--- config.mk ---
export PLATFORM = sky130hd
export DESIGN_NAME = mem_stage_lsu
export DESIGN_NICKNAME = d
export VERILOG_FILES = /design/src/rtl/lsu_pkg.sv /design/src/rtl/lsu_align.sv /design/src/rtl/mem_stage_lsu.sv
export SDC_FILE = /design/constraint.sdc
export NUM_CORES = 1
export LEC_CHECK = 0
export CORE_UTILIZATION = 41
export DETAILED_ROUTE_END_ITERATION = 16
export PLACE_DENSITY = 0.77
export SLEW_MARGIN = 20
export SYNTH_ARGS = -nofsm -noshare
export SYNTH_HDL_FRONTEND = slang
export SYNTH_SLANG_ARGS = --single-unit
--- constraint.sdc ---
create_clock -name clk -period 2.7 [get_ports clk]
set_clock_uncertainty 0.05 [all_clocks]
set_input_delay 0.27 -clock clk [delete_from_list [all_inputs] [get_ports clk]]
set_output_delay 0.27 -clock clk [all_outputs]
set_load 0.02 [all_outputs]
--- src/rtl/lsu_pkg.sv ---
`default_nettype none
// ============================================================================
//  Module      : lsu_pkg
//  Description : Shared definitions for the MEM-stage load/store unit:
//                funct3 access-size codes, FSM state type, byte-enable width.
//  Revision    : 1.0 - initial release
// ============================================================================
package lsu_pkg;

    // funct3 encodings for RV32I loads/stores
    localparam logic [2:0] F3_B  = 3'b000;
    localparam logic [2:0] F3_H  = 3'b001;
    localparam logic [2:0] F3_W  = 3'b010;
    localparam logic [2:0] F3_BU = 3'b100;
    localparam logic [2:0] F3_HU = 3'b101;

    localparam int BE_W = 4;

    typedef enum logic [1:0] {
        IDLE     = 2'd0,
        REQ      = 2'd1,
        WAIT_RSP = 2'd2,
        DONE     = 2'd3
    } lsuState_t;

endpackage
`default_nettype wire

--- src/rtl/lsu_align.sv ---
`default_nettype none
// ============================================================================
//  Module      : lsu_align
//  Description : Purely combinational helper for the load/store unit.
//                - Legality / alignment check of the presented access
//                - Store byte-lane replication and byte enables
//                - Load byte/half extraction with sign or zero extension
//  Ports       : accRead/accWrite/accMode/accAddrLo/storeData - live access
//                rspMode/rspAddrLo  - access attributes latched at request
//                rspWord            - raw bus read word
//                legal, laneBe, laneData, loadData - results
//  Revision    : 1.0 - initial release
// ============================================================================
module lsu_align
    import lsu_pkg::*;
(
    input  logic            accRead,
    input  logic            accWrite,
    input  logic [2:0]      accMode,
    input  logic [1:0]      accAddrLo,
    input  logic [31:0]     storeData,
    input  logic [2:0]      rspMode,
    input  logic [1:0]      rspAddrLo,
    input  logic [31:0]     rspWord,
    output logic            legal,
    output logic [BE_W-1:0] laneBe,
    output logic [31:0]     laneData,
    output logic [31:0]     loadData
);

    logic       w_modeOk;
    logic       w_alignOk;
    logic [7:0] w_byte;
    logic [15:0] w_half;

    // Legality: exactly one strobe, a funct3 valid for that direction,
    // and natural alignment for the access size.
    always_comb begin
        w_modeOk  = 1'b0;
        w_alignOk = 1'b0;
        case (accMode)
            F3_B, F3_H, F3_W: w_modeOk = 1'b1;
            F3_BU, F3_HU:     w_modeOk = accRead;   // unsigned forms are load-only
            default:          w_modeOk = 1'b0;
        endcase
        case (accMode[1:0])
            2'b00:   w_alignOk = 1'b1;
            2'b01:   w_alignOk = ~accAddrLo[0];
            2'b10:   w_alignOk = (accAddrLo == 2'b00);
            default: w_alignOk = 1'b0;
        endcase
        legal = (accRead ^ accWrite) & w_modeOk & w_alignOk;
    end

    // Store steering: data is replicated across lanes so the memory only
    // needs the byte enables to pick the right bytes.
    always_comb begin
        laneBe   = 4'b1111;
        laneData = storeData;
        case (accMode[1:0])
            2'b00: begin
                laneBe   = 4'b0001 << accAddrLo;
                laneData = {4{storeData[7:0]}};
            end
            2'b01: begin
                laneBe   = accAddrLo[1] ? 4'b1100 : 4'b0011;
                laneData = {2{storeData[15:0]}};
            end
            default: begin
                laneBe   = 4'b1111;
                laneData = storeData;
            end
        endcase
        if (accRead) begin
            laneBe = 4'b1111;
        end
    end

    // Load extraction uses the address bits latched at request time, since
    // the pipeline inputs are not guaranteed to be meaningful by then.
    always_comb begin
        case (rspAddrLo)
            2'b00:   w_byte = rspWord[7:0];
            2'b01:   w_byte = rspWord[15:8];
            2'b10:   w_byte = rspWord[23:16];
            default: w_byte = rspWord[31:24];
        endcase
        w_half = rspAddrLo[1] ? rspWord[31:16] : rspWord[15:0];
        case (rspMode)
            F3_B:    loadData = {{24{w_byte[7]}}, w_byte};
            F3_H:    loadData = {{16{w_half[15]}}, w_half};
            F3_BU:   loadData = {24'h0, w_byte};
            F3_HU:   loadData = {16'h0, w_half};
            default: loadData = rspWord;
        endcase
    end

endmodule
`default_nettype wire

--- src/rtl/mem_stage_lsu.sv ---
`default_nettype none
// ============================================================================
//  Module      : mem_stage_lsu
//  Description : Load/store unit bridging the RV32I MEM stage to a multi-cycle
//                valid/ready memory bus. Stalls the pipeline for the length of
//                the transaction and returns extended load data.
//  Ports       : clk, rst_n (async, active-low)
//                mem_read_m/mem_write_m/mode_m/addr_m/wdata_m - MEM-stage access
//                load_data_m, stall_m, access_err_m           - to pipeline
//                bus_req_* (valid/ready/we/addr/wdata/be)      - request channel
//                bus_rsp_valid/bus_rsp_rdata                   - response channel
//  Revision    : 1.0 - initial release
// ============================================================================
module mem_stage_lsu
    import lsu_pkg::*;
#(
    parameter int TIMEOUT = 256,
    parameter int CNT_W   = (TIMEOUT > 0) ? $clog2(TIMEOUT + 1) : 1
) (
    input  logic            clk,
    input  logic            rst_n,
    input  logic            mem_read_m,
    input  logic            mem_write_m,
    input  logic [2:0]      mode_m,
    input  logic [31:0]     addr_m,
    input  logic [31:0]     wdata_m,
    output logic [31:0]     load_data_m,
    output logic            stall_m,
    output logic            access_err_m,
    output logic            bus_req_valid,
    input  logic            bus_req_ready,
    output logic            bus_req_we,
    output logic [31:0]     bus_req_addr,
    output logic [31:0]     bus_req_wdata,
    output logic [BE_W-1:0] bus_req_be,
    input  logic            bus_rsp_valid,
    input  logic [31:0]     bus_rsp_rdata
);

    localparam logic [CNT_W-1:0] c_toLast = CNT_W'((TIMEOUT > 0) ? TIMEOUT - 1 : 0);

    lsuState_t        r_state;
    lsuState_t        w_nextState;
    logic             w_abort;
    logic             r_reqValid;
    logic             r_reqWe;
    logic [31:0]      r_reqAddr;
    logic [31:0]      r_reqWdata;
    logic [BE_W-1:0]  r_reqBe;
    logic [2:0]       r_ldMode;
    logic [1:0]       r_ldAddrLo;
    logic [31:0]      r_loadData;
    logic [CNT_W-1:0] r_cnt;
    logic             r_timedOut;

    logic             w_access;
    logic             w_legal;
    logic             w_startLegal;
    logic             w_toHit;
    logic [BE_W-1:0]  w_laneBe;
    logic [31:0]      w_laneData;
    logic [31:0]      w_loadData;

    lsu_align u_align (
        .accRead   (mem_read_m),
        .accWrite  (mem_write_m),
        .accMode   (mode_m),
        .accAddrLo (addr_m[1:0]),
        .storeData (wdata_m),
        .rspMode   (r_ldMode),
        .rspAddrLo (r_ldAddrLo),
        .rspWord   (bus_rsp_rdata),
        .legal     (w_legal),
        .laneBe    (w_laneBe),
        .laneData  (w_laneData),
        .loadData  (w_loadData)
    );

    assign w_access     = mem_read_m | mem_write_m;
    assign w_startLegal = (r_state == IDLE) & w_access & w_legal;
    // Counter holds the number of REQ/WAIT_RSP cycles already completed, so
    // the cycle seen with c_toLast is the last one allowed.
    assign w_toHit      = (TIMEOUT != 0) && (r_cnt == c_toLast);

    always_ff @(posedge clk or negedge rst_n) begin
        if (!rst_n) begin
            r_state <= IDLE;
        end else begin
            r_state <= w_nextState;
        end
    end

    // A read accepted in the final budgeted cycle has no time left for its
    // response, so it is aborted; an accepted write is already complete.
    always_comb begin
        w_nextState = r_state;
        w_abort     = 1'b0;
        case (r_state)
            IDLE: begin
                if (w_startLegal) begin
                    w_nextState = REQ;
                end
            end
            REQ: begin
                if (bus_req_ready && r_reqWe) begin
                    w_nextState = DONE;
                end else if (w_toHit) begin
                    w_nextState = DONE;
                    w_abort     = 1'b1;
                end else if (bus_req_ready) begin
                    w_nextState = WAIT_RSP;
                end
            end
            WAIT_RSP: begin
                if (bus_rsp_valid) begin
                    w_nextState = DONE;
                end else if (w_toHit) begin
                    w_nextState = DONE;
                    w_abort     = 1'b1;
                end
            end
            DONE:    w_nextState = IDLE;
            default: w_nextState = IDLE;
        endcase
    end

    always_ff @(posedge clk or negedge rst_n) begin
        if (!rst_n) begin
            r_reqValid <= 1'b0;
            r_reqWe    <= 1'b0;
            r_reqAddr  <= 32'h0;
            r_reqWdata <= 32'h0;
            r_reqBe    <= '0;
            r_ldMode   <= 3'b000;
            r_ldAddrLo <= 2'b00;
            r_loadData <= 32'h0;
            r_cnt      <= '0;
            r_timedOut <= 1'b0;
        end else begin
            r_timedOut <= w_abort;
            case (r_state)
                IDLE: begin
                    if (w_startLegal) begin
                        r_reqValid <= 1'b1;
                        r_reqWe    <= mem_write_m;
                        r_reqAddr  <= {addr_m[31:2], 2'b00};
                        r_reqWdata <= w_laneData;
                        r_reqBe    <= w_laneBe;
                        r_ldMode   <= mode_m;
                        r_ldAddrLo <= addr_m[1:0];
                        r_cnt      <= '0;
                    end
                end
                REQ: begin
                    r_cnt <= r_cnt + 1'b1;
                    if (w_nextState != REQ) begin
                        r_reqValid <= 1'b0;
                    end
                    if (w_abort && !r_reqWe) begin
                        r_loadData <= 32'h0;
                    end
                end
                WAIT_RSP: begin
                    r_cnt <= r_cnt + 1'b1;
                    if (bus_rsp_valid) begin
                        r_loadData <= w_loadData;
                    end else if (w_abort) begin
                        r_loadData <= 32'h0;
                    end
                end
                default: begin
                end
            endcase
        end
    end

    assign stall_m       = w_startLegal | (r_state == REQ) | (r_state == WAIT_RSP);
    assign access_err_m  = ((r_state == IDLE) & w_access & ~w_legal) |
                           ((r_state == DONE) & r_timedOut);
    assign load_data_m   = r_loadData;
    assign bus_req_valid = r_reqValid;
    assign bus_req_we    = r_reqWe;
    assign bus_req_addr  = r_reqAddr;
    assign bus_req_wdata = r_reqWdata;
    assign bus_req_be    = r_reqBe;

endmodule
`default_nettype wire

=== Word level (Yosys, flattened, before mapping) ===
Cells that the tools add are included.
Widths: inputs -> output; s select.

* Input bits: 105
* Output and inout bits: 104
* Logic and storage cells: 94
* Register bits after elaboration: 117

* $add $sub $neg: 1
* Reductions and logical operators: 19
* Shift-type cells: 1
* Muxes and demuxes: 29
* Eq/ne operators: 20
* Bitwise logic cells: 13

{| class="wikitable"
|+ Operators by type and width
! cell !! count
|-
| $pmux 32 s2 || 2
|-
| $pmux 32 s4 || 1
|-
| $mux 32 || 3
|-
| $pmux 8 s3 || 1
|-
| $pmux 9 s2 || 1
|-
| $mux 16 || 1
|-
| $eq 3x3->1 const B || 4
|-
| $mux 2 || 6
|-
| $add 9x1->9 const B || 1
|-
| $eq 9x8->1 const B || 1
|-
| $mux 9 || 1
|-
| $eq 2x2->1 const B || 4
|-
| $logic_not 2->1 || 4
|-
| $mux 4 || 2
|-
| $pmux 2 s4 || 1
|-
| $pmux 4 s2 || 1
|-
| $and 1x1->1 || 6
|-
| $eq 2x1->1 const B || 3
|-
| $eq 3x1->1 const B || 2
|-
| $logic_not 3->1 || 2
|-
| $ne 2x2->1 const B || 3
|-
| $pmux 1 s2 || 3
|-
| $reduce_and 3->1 || 2
|-
| $reduce_bool 2->1 || 3
|-
| other kinds (14) || 25
|}

=== Longest topological paths before layout ===
* Depth after elaboration: 11
* Depth in mapped cells: 10
* Depth with buffers taken out: 9

=== Hierarchy ===
A second synthesis with hierarchy kept.

* Cell total of the unflattened synthesis: 571
* Area total of the unflattened synthesis: 6189.7 sq um

{| class="wikitable"
|+ Modules (own cells, without submodules)
! module !! times used !! area an instance (sq um) !! cells an instance !! seq. area each (sq um)
|-
| mem_stage_lsu || 1 || 4947.2 || 390 || 2927.8
|-
| lsu_align || 1 || 1242.4 || 181 || 0.0
|}

=== Worst setup path after synthesis ===
No wires, ideal clock.

* Kind: register to register
* From: reg r_cnt[0]
* To: reg r_loadData[22], in the netlist load_data_m[22]
* Required time: 2524 ps
* Arrival time: 2317 ps
* Slack: 207 ps
* Setup time: 126 ps
* Clock period less this slack: 2493 ps
* Stages on the path, launching flop included: 11
* Path buffers: 1
* Cells stage by stage: dfrtp_1 -> ha_1 -> nand3_1 -> nor2_1 -> and3_1 -> ha_1 -> and3b_1 -> o21ai_2 -> nor2_1 -> clkbuf_1 -> a221o_1

* Cells in the longest elaborated chain, start to end: 7
* Elaborated cells on any way between the ends: 9
* Classes of those cells: eq/ne (3); mux (4); reduce/logical (2)

{| class="wikitable"
|+ RTL lines
! what !! line !! source
|-
| start: declaration || mem_stage_lsu.sv:53 || <nowiki>logic [CNT_W-1:0] r_cnt;</nowiki>
|-
| start signal: assignment || mem_stage_lsu.sv:155 || <nowiki>r_cnt <= r_cnt + 1'b1;</nowiki>
|-
| start signal: assignment || mem_stage_lsu.sv:164 || <nowiki>r_cnt <= r_cnt + 1'b1;</nowiki>
|-
| $eq 9x8->1 * || mem_stage_lsu.sv:83 || <nowiki>assign w_toHit = (TIMEOUT != 0) && (r_cnt == c_toLast);</nowiki>
|-
| $mux 1 * || mem_stage_lsu.sv:107, mem_stage_lsu.sv:117 ||
|-
| $mux 1 (on tied branches) || mem_stage_lsu.sv:115, mem_stage_lsu.sv:105 ||
|-
| $pmux 1 s2 * || mem_stage_lsu.sv:98 || <nowiki>case (r_state)</nowiki>
|-
| $logic_and 1x1->1 || mem_stage_lsu.sv:159 || <nowiki>if (w_abort && !r_reqWe) begin</nowiki>
|-
| $ne 2x2->1 (no line) || -- ||
|-
| $reduce_and 3->1 (no line) * || -- ||
|-
| end signal: assignment || mem_stage_lsu.sv:166 || <nowiki>r_loadData <= w_loadData;</nowiki>
|-
| end: declaration || mem_stage_lsu.sv:52 || <nowiki>logic [31:0] r_loadData;</nowiki>
|}

Every way passes the cells marked *; elsewhere a longest branch is shown, timed or not.
A chain may end at the register's enable or synchronous reset.

=== Worst setup path in the final report ===
* From: reg r_cnt[0]
* To: reg r_loadData[5], in the netlist load_data_m[5]

The elaborated chain is that of the path after synthesis.

==> impl_summary.md <==
Logic synthesis
The count of flip-flops with a built-in enable after synthesis is 0. In the post-synthesis netlist, the cell with the most instances is sky130_fd_sc_hd__dfrtp_1. The top cell type by total area after synthesis is sky130_fd_sc_hd__dfrtp_1.

The synthesized instance count is 480. The count of synthesis-stage warnings from yosys is 0. The share of the synthesized area in the top cell type is 48.77%. Of all flip-flops after synthesis, the portion carrying an async set or reset was 100.0%.

Sorting the synthesized cells by area gives the leading types as sky130_fd_sc_hd__dfrtp_1, sky130_fd_sc_hd__mux2_4, sky130_fd_sc_hd__mux2_2, sky130_fd_sc_hd__a221o_1, sky130_fd_sc_hd__o21ai_0. The register bit count reported by yosys is 117. The cell area that synthesis handed to floorplanning was 6003 um^2. The number of library cell types mapped by synthesis is 48. The synthesized area divided by synthesized cell count is 12.51 um^2.

Sorting the synthesized cells by how often they occur yields sky130_fd_sc_hd__dfrtp_1, sky130_fd_sc_hd__mux2_4, sky130_fd_sc_hd__mux2_2. The sequential area share after synthesis is 48.77%. Among all flip-flop cells after synthesis, the most frequent one is sky130_fd_sc_hd__dfrtp_1.

Power
The clock network is responsible for 22.0% of the overall power. In this run switching power makes up 36.16% of total power. Dividing total power by cell area gives a power density of 1187 nW/um^2.

The combinational group share of total power is 48.2%. Summed over all nets, the switching power comes to 3.839 mW. Of the total power, registers draw 29.8%. The maximum resistive drop on vdd is 0.7080 mV.

The leakage power total is 4.057 nW. The internal power consumption is 6.777 mW.

Setup path
The capturing element type of the critical path is a flop. The worst setup path is of the flop to flop kind. The slack of the worst reg-to-reg path is 250 ps.

The critical path ends at load_data_m[5]$_DFFE_PN0P_. The type of origin of the critical path is a flop. The cell seen most often among critical-path stages is sky130_fd_sc_hd__ha_1. The number of cells on the worst reg-to-reg path is 11. The data arrival at the endpoint of the critical path is 2700 ps. The maximum single-stage delay on the critical path is 410 ps.

In this run the critical register-to-register path is launched from r_cnt[0]$_DFFE_PN0P_. The signal on the critical path passes through ha_1 -> nand3_1 -> nor2_1 -> and3_1 -> ha_1 -> buf_4 -> nand2_1 -> a21oi_1 -> a31oi_2 -> buf_12 -> mux2_2. The endpoint required time on the critical path is 2940 ps.

The endpoint identified for the worst register-to-register timing path is load_data_m[5]$_DFFE_PN0P_. The largest fanout of any net on the critical path is 32. The highest-delay cell along the critical path is sky130_fd_sc_hd__dfrtp_1.

Tracing the worst setup path back leads to its startpoint at r_cnt[0]$_DFFE_PN0P_.

STA
The final critical-path required period is 2454 ps. The max-slew violation total from the final report is 0. Setup repair after global routing left no endpoint under its margin. Adding up every negative setup slack in the final design gives 0 ps. For the pin with the worst max-slew slack, the measured transition is 799.2 ps. On the final layout, the worst hold slack is 328.1 ps. The final hold violation count is 0.

The number of setup violations in the final report is 0. The period utilization is 90.88%. Derived from the worst setup path, the maximum achievable clock frequency is 407.6 MHz. The tightest slew margin relative to the limit is 46.72%.

Final layout
The share of post-route cells with drive strength above 1 is 22.24%. Compared with the post-synthesis result, the final layout area differs by 48.92%. The number of fill cells is 1069. The net count of the finished layout is 805. The repair_antennas step left the layout with diodes totalling 0.

Floorplan
The count of boundary I/O pins is 209. The total core area is 14100 um^2. The die outline area is 15130 um^2.

The die extent in x is 123.0 um. The starting utilization of the core area is 42.59%. The vertical die dimension is 123.0 um.

After floorplanning, the core was divided into 43 placement rows.

Clock tree
The TritonCTS clock tree is built. For the worst-skew pair, the clock arrives at the later sink with an insertion delay of 410 ps. The clock root buffer master is sky130_fd_sc_hd__clkbuf_16. Clock-pin slew was measured on the worst setup and hold paths at 60 ps. The maximum level of the CTS H-tree is 4.

CTS saw 117 sinks. The CTS buffer count is 17. The largest buffer count on any clock path is 2.

Global route
The via count of the first global-routing pass was 5124. The initial antenna violation count is 0. For this run the aggregate overflow at the end of global routing stands at 0. Entering global routing, the biggest net connects 80 pins. The global-route wire length before repair is 26.16 mm. The global router's overall resource usage is 22.82%.

Routing
The number of detailed-route iterations in the first pass is 4. The total DRC errors in the routed layout is 0. Dividing the detail-routed wire length by the instance count gives 18.64 um. The total wirelength of the detailed-routed design is 16.52 mm.

The total number of vias is 4795. The detail route stage leaves a number of antenna-violating nets equal to 0. After the first detailed-routing iteration, the DRC count stood at 356.

The per-cell via count in the routed design is 5.412.

Flow run
Across the run, the number of max-cap violations was 0.

Min path
The class of the worst hold path is primary input to async pin.

Place
The count of input and output buffers is 206. The estimated wirelength of the detail-placed design is 11.66 mm. At the end of routability-driven placement, the weighted congestion stood at 0.8075.

Outcome
The run finished with clean final reports.
==> cell usage in the layout, fill, tap and decap left out, types with 3 or more instances in the layout <==
cell and n:
sky130_fd_sc_hd__clkdlybuf4s50_1 203, sky130_fd_sc_hd__dfrtp_1 117, sky130_fd_sc_hd__mux2_4 50, sky130_fd_sc_hd__mux2_2 46, sky130_fd_sc_hd__o21ai_0 29, sky130_fd_sc_hd__nand2_1 28
sky130_fd_sc_hd__a221o_1 22, sky130_fd_sc_hd__inv_1 21, sky130_fd_sc_hd__clkbuf_16 17, sky130_fd_sc_hd__nor3_1 14, sky130_fd_sc_hd__buf_4 14, sky130_fd_sc_hd__and3_1 13
sky130_fd_sc_hd__mux2i_1 10, sky130_fd_sc_hd__nand2b_1 10, sky130_fd_sc_hd__nor2_1 9, sky130_fd_sc_hd__mux2_1 8, sky130_fd_sc_hd__a221oi_1 8, sky130_fd_sc_hd__a21o_1 8
sky130_fd_sc_hd__nor3b_1 6, sky130_fd_sc_hd__ha_1 6, sky130_fd_sc_hd__clkinv_4 5, sky130_fd_sc_hd__nor2b_1 4, sky130_fd_sc_hd__a21oi_1 4, sky130_fd_sc_hd__buf_12 4
sky130_fd_sc_hd__and2_1 3, sky130_fd_sc_hd__and3b_1 3, sky130_fd_sc_hd__a32o_1 3, sky130_fd_sc_hd__clkinvlp_4 3, sky130_fd_sc_hd__bufinv_16 3
==> timing repair <==
action / CTS / global route
hold endpoints to repair: 38 / 0
setup buffers: 0 / 1
gates resized for setup: 2 / 4
hold buffers: 1 / 0
setup endpoints to repair: 2 / 18
pin swaps: 0 / 1
gates cloned: 0 / 0
==> cells by family after synthesis <==
group                      count (synthesis)  share of synthesized area, %
and+or+nand+nor                           97                         8.462
buffers and inverters                     52                         4.523
other                                      1                       0.06247
DFF                                      117                         48.77
AOI/OAI and AO/OA                         91                         12.05
adders and majority gates                  7                         1.459
muxes                                    115                         24.68
==> how the worst min path moves through the flow <==
stage | depth (start not counted) | slack (ps) | start | end
2_1_floorplan | 0 | -80 | rst_n | bus_req_addr[10]$_DFFE_PN0P_
3_3_place_gp | 1 | 220 | rst_n | load_data_m[30]$_DFFE_PN0P_
3_5_place_dp | 1 | 220 | rst_n | load_data_m[31]$_DFFE_PN0P_
4_1_cts | 2 | 330 | rst_n | load_data_m[31]$_DFFE_PN0P_
5_1_grt | 2 | 390 | rst_n | load_data_m[31]$_DFFE_PN0P_
6_report | 2 | 330 | rst_n | load_data_m[24]$_DFFE_PN0P_
==> power by group through the flow <==
stage | sequential (mW) | combinational (mW) | clock (mW)
3_3_place_gp | 3.13 | 4.98 | 0
6_report | 3.17 | 5.11 | 2.34
4_1_cts | 3.17 | 5.13 | 2.37
3_5_place_dp | 3.16 | 5.09 | 0
2_1_floorplan | 3.91 | 2.10 | 0
5_1_grt | 3.27 | 5.43 | 2.45
==> critical path, delay by kind of cell, from the launching register on <==
kind	cells	cell delay, ps
AOI/OAI and AO/OA	2	250
adders and majority gates	2	410
buffers and inverters	2	360
DFF	1	410
muxes	1	350
and+or+nand+nor	4	480
==> per-layer routing <==
layer	global-route usage (%)	part of all wire [%]	routed length, um
met5	0	0	0
met2	38.52	48	8006
met3	9.732	9.3	1531
met4	6.551	0.99	164
met1	26.37	41	6815
==> area by class of cell <==
cell class                      instances  area (um^2)  share of cell area (%)
Clock buffer                           19        442.9                   4.955
Clock inverter                         13        173.9                   1.945
Inverter                               21        78.83                  0.8817
Multi-Input combinational cell        312         2839                   31.76
Sequential cell                       117         2928                   32.75
Tap cell                              180        225.2                   2.519
Timing Repair Buffer                  224         2252                   25.19
==> through the flow <==
stage,area (um^2),total power [mW],utilization (%),setup WS (ps),std cells
floorplan,6007,6.005,-,206.6,481
CTS,8907,10.67,63.19,5.488,885
global route,8940,11.15,63.42,92.28,886
detailed placement,8275,8.251,58.71,3.273,852
global placement,8275,8.108,58.71,150.0,852
finish,8940,10.62,63.42,246.4,886
==> flip-flops by register name, summed over array words and instances, names as in the netlist <==
signal / flops
bus_req_addr: 30
bus_req_be: 4
bus_req_valid: 1
bus_req_wdata: 32
bus_req_we: 1
load_data_m: 32
r_cnt: 9
r_ldAddrLo: 2
r_ldMode: 3
r_state: 2
r_timedOut: 1
Note: power is estimated with default switching activity, not from simulation.
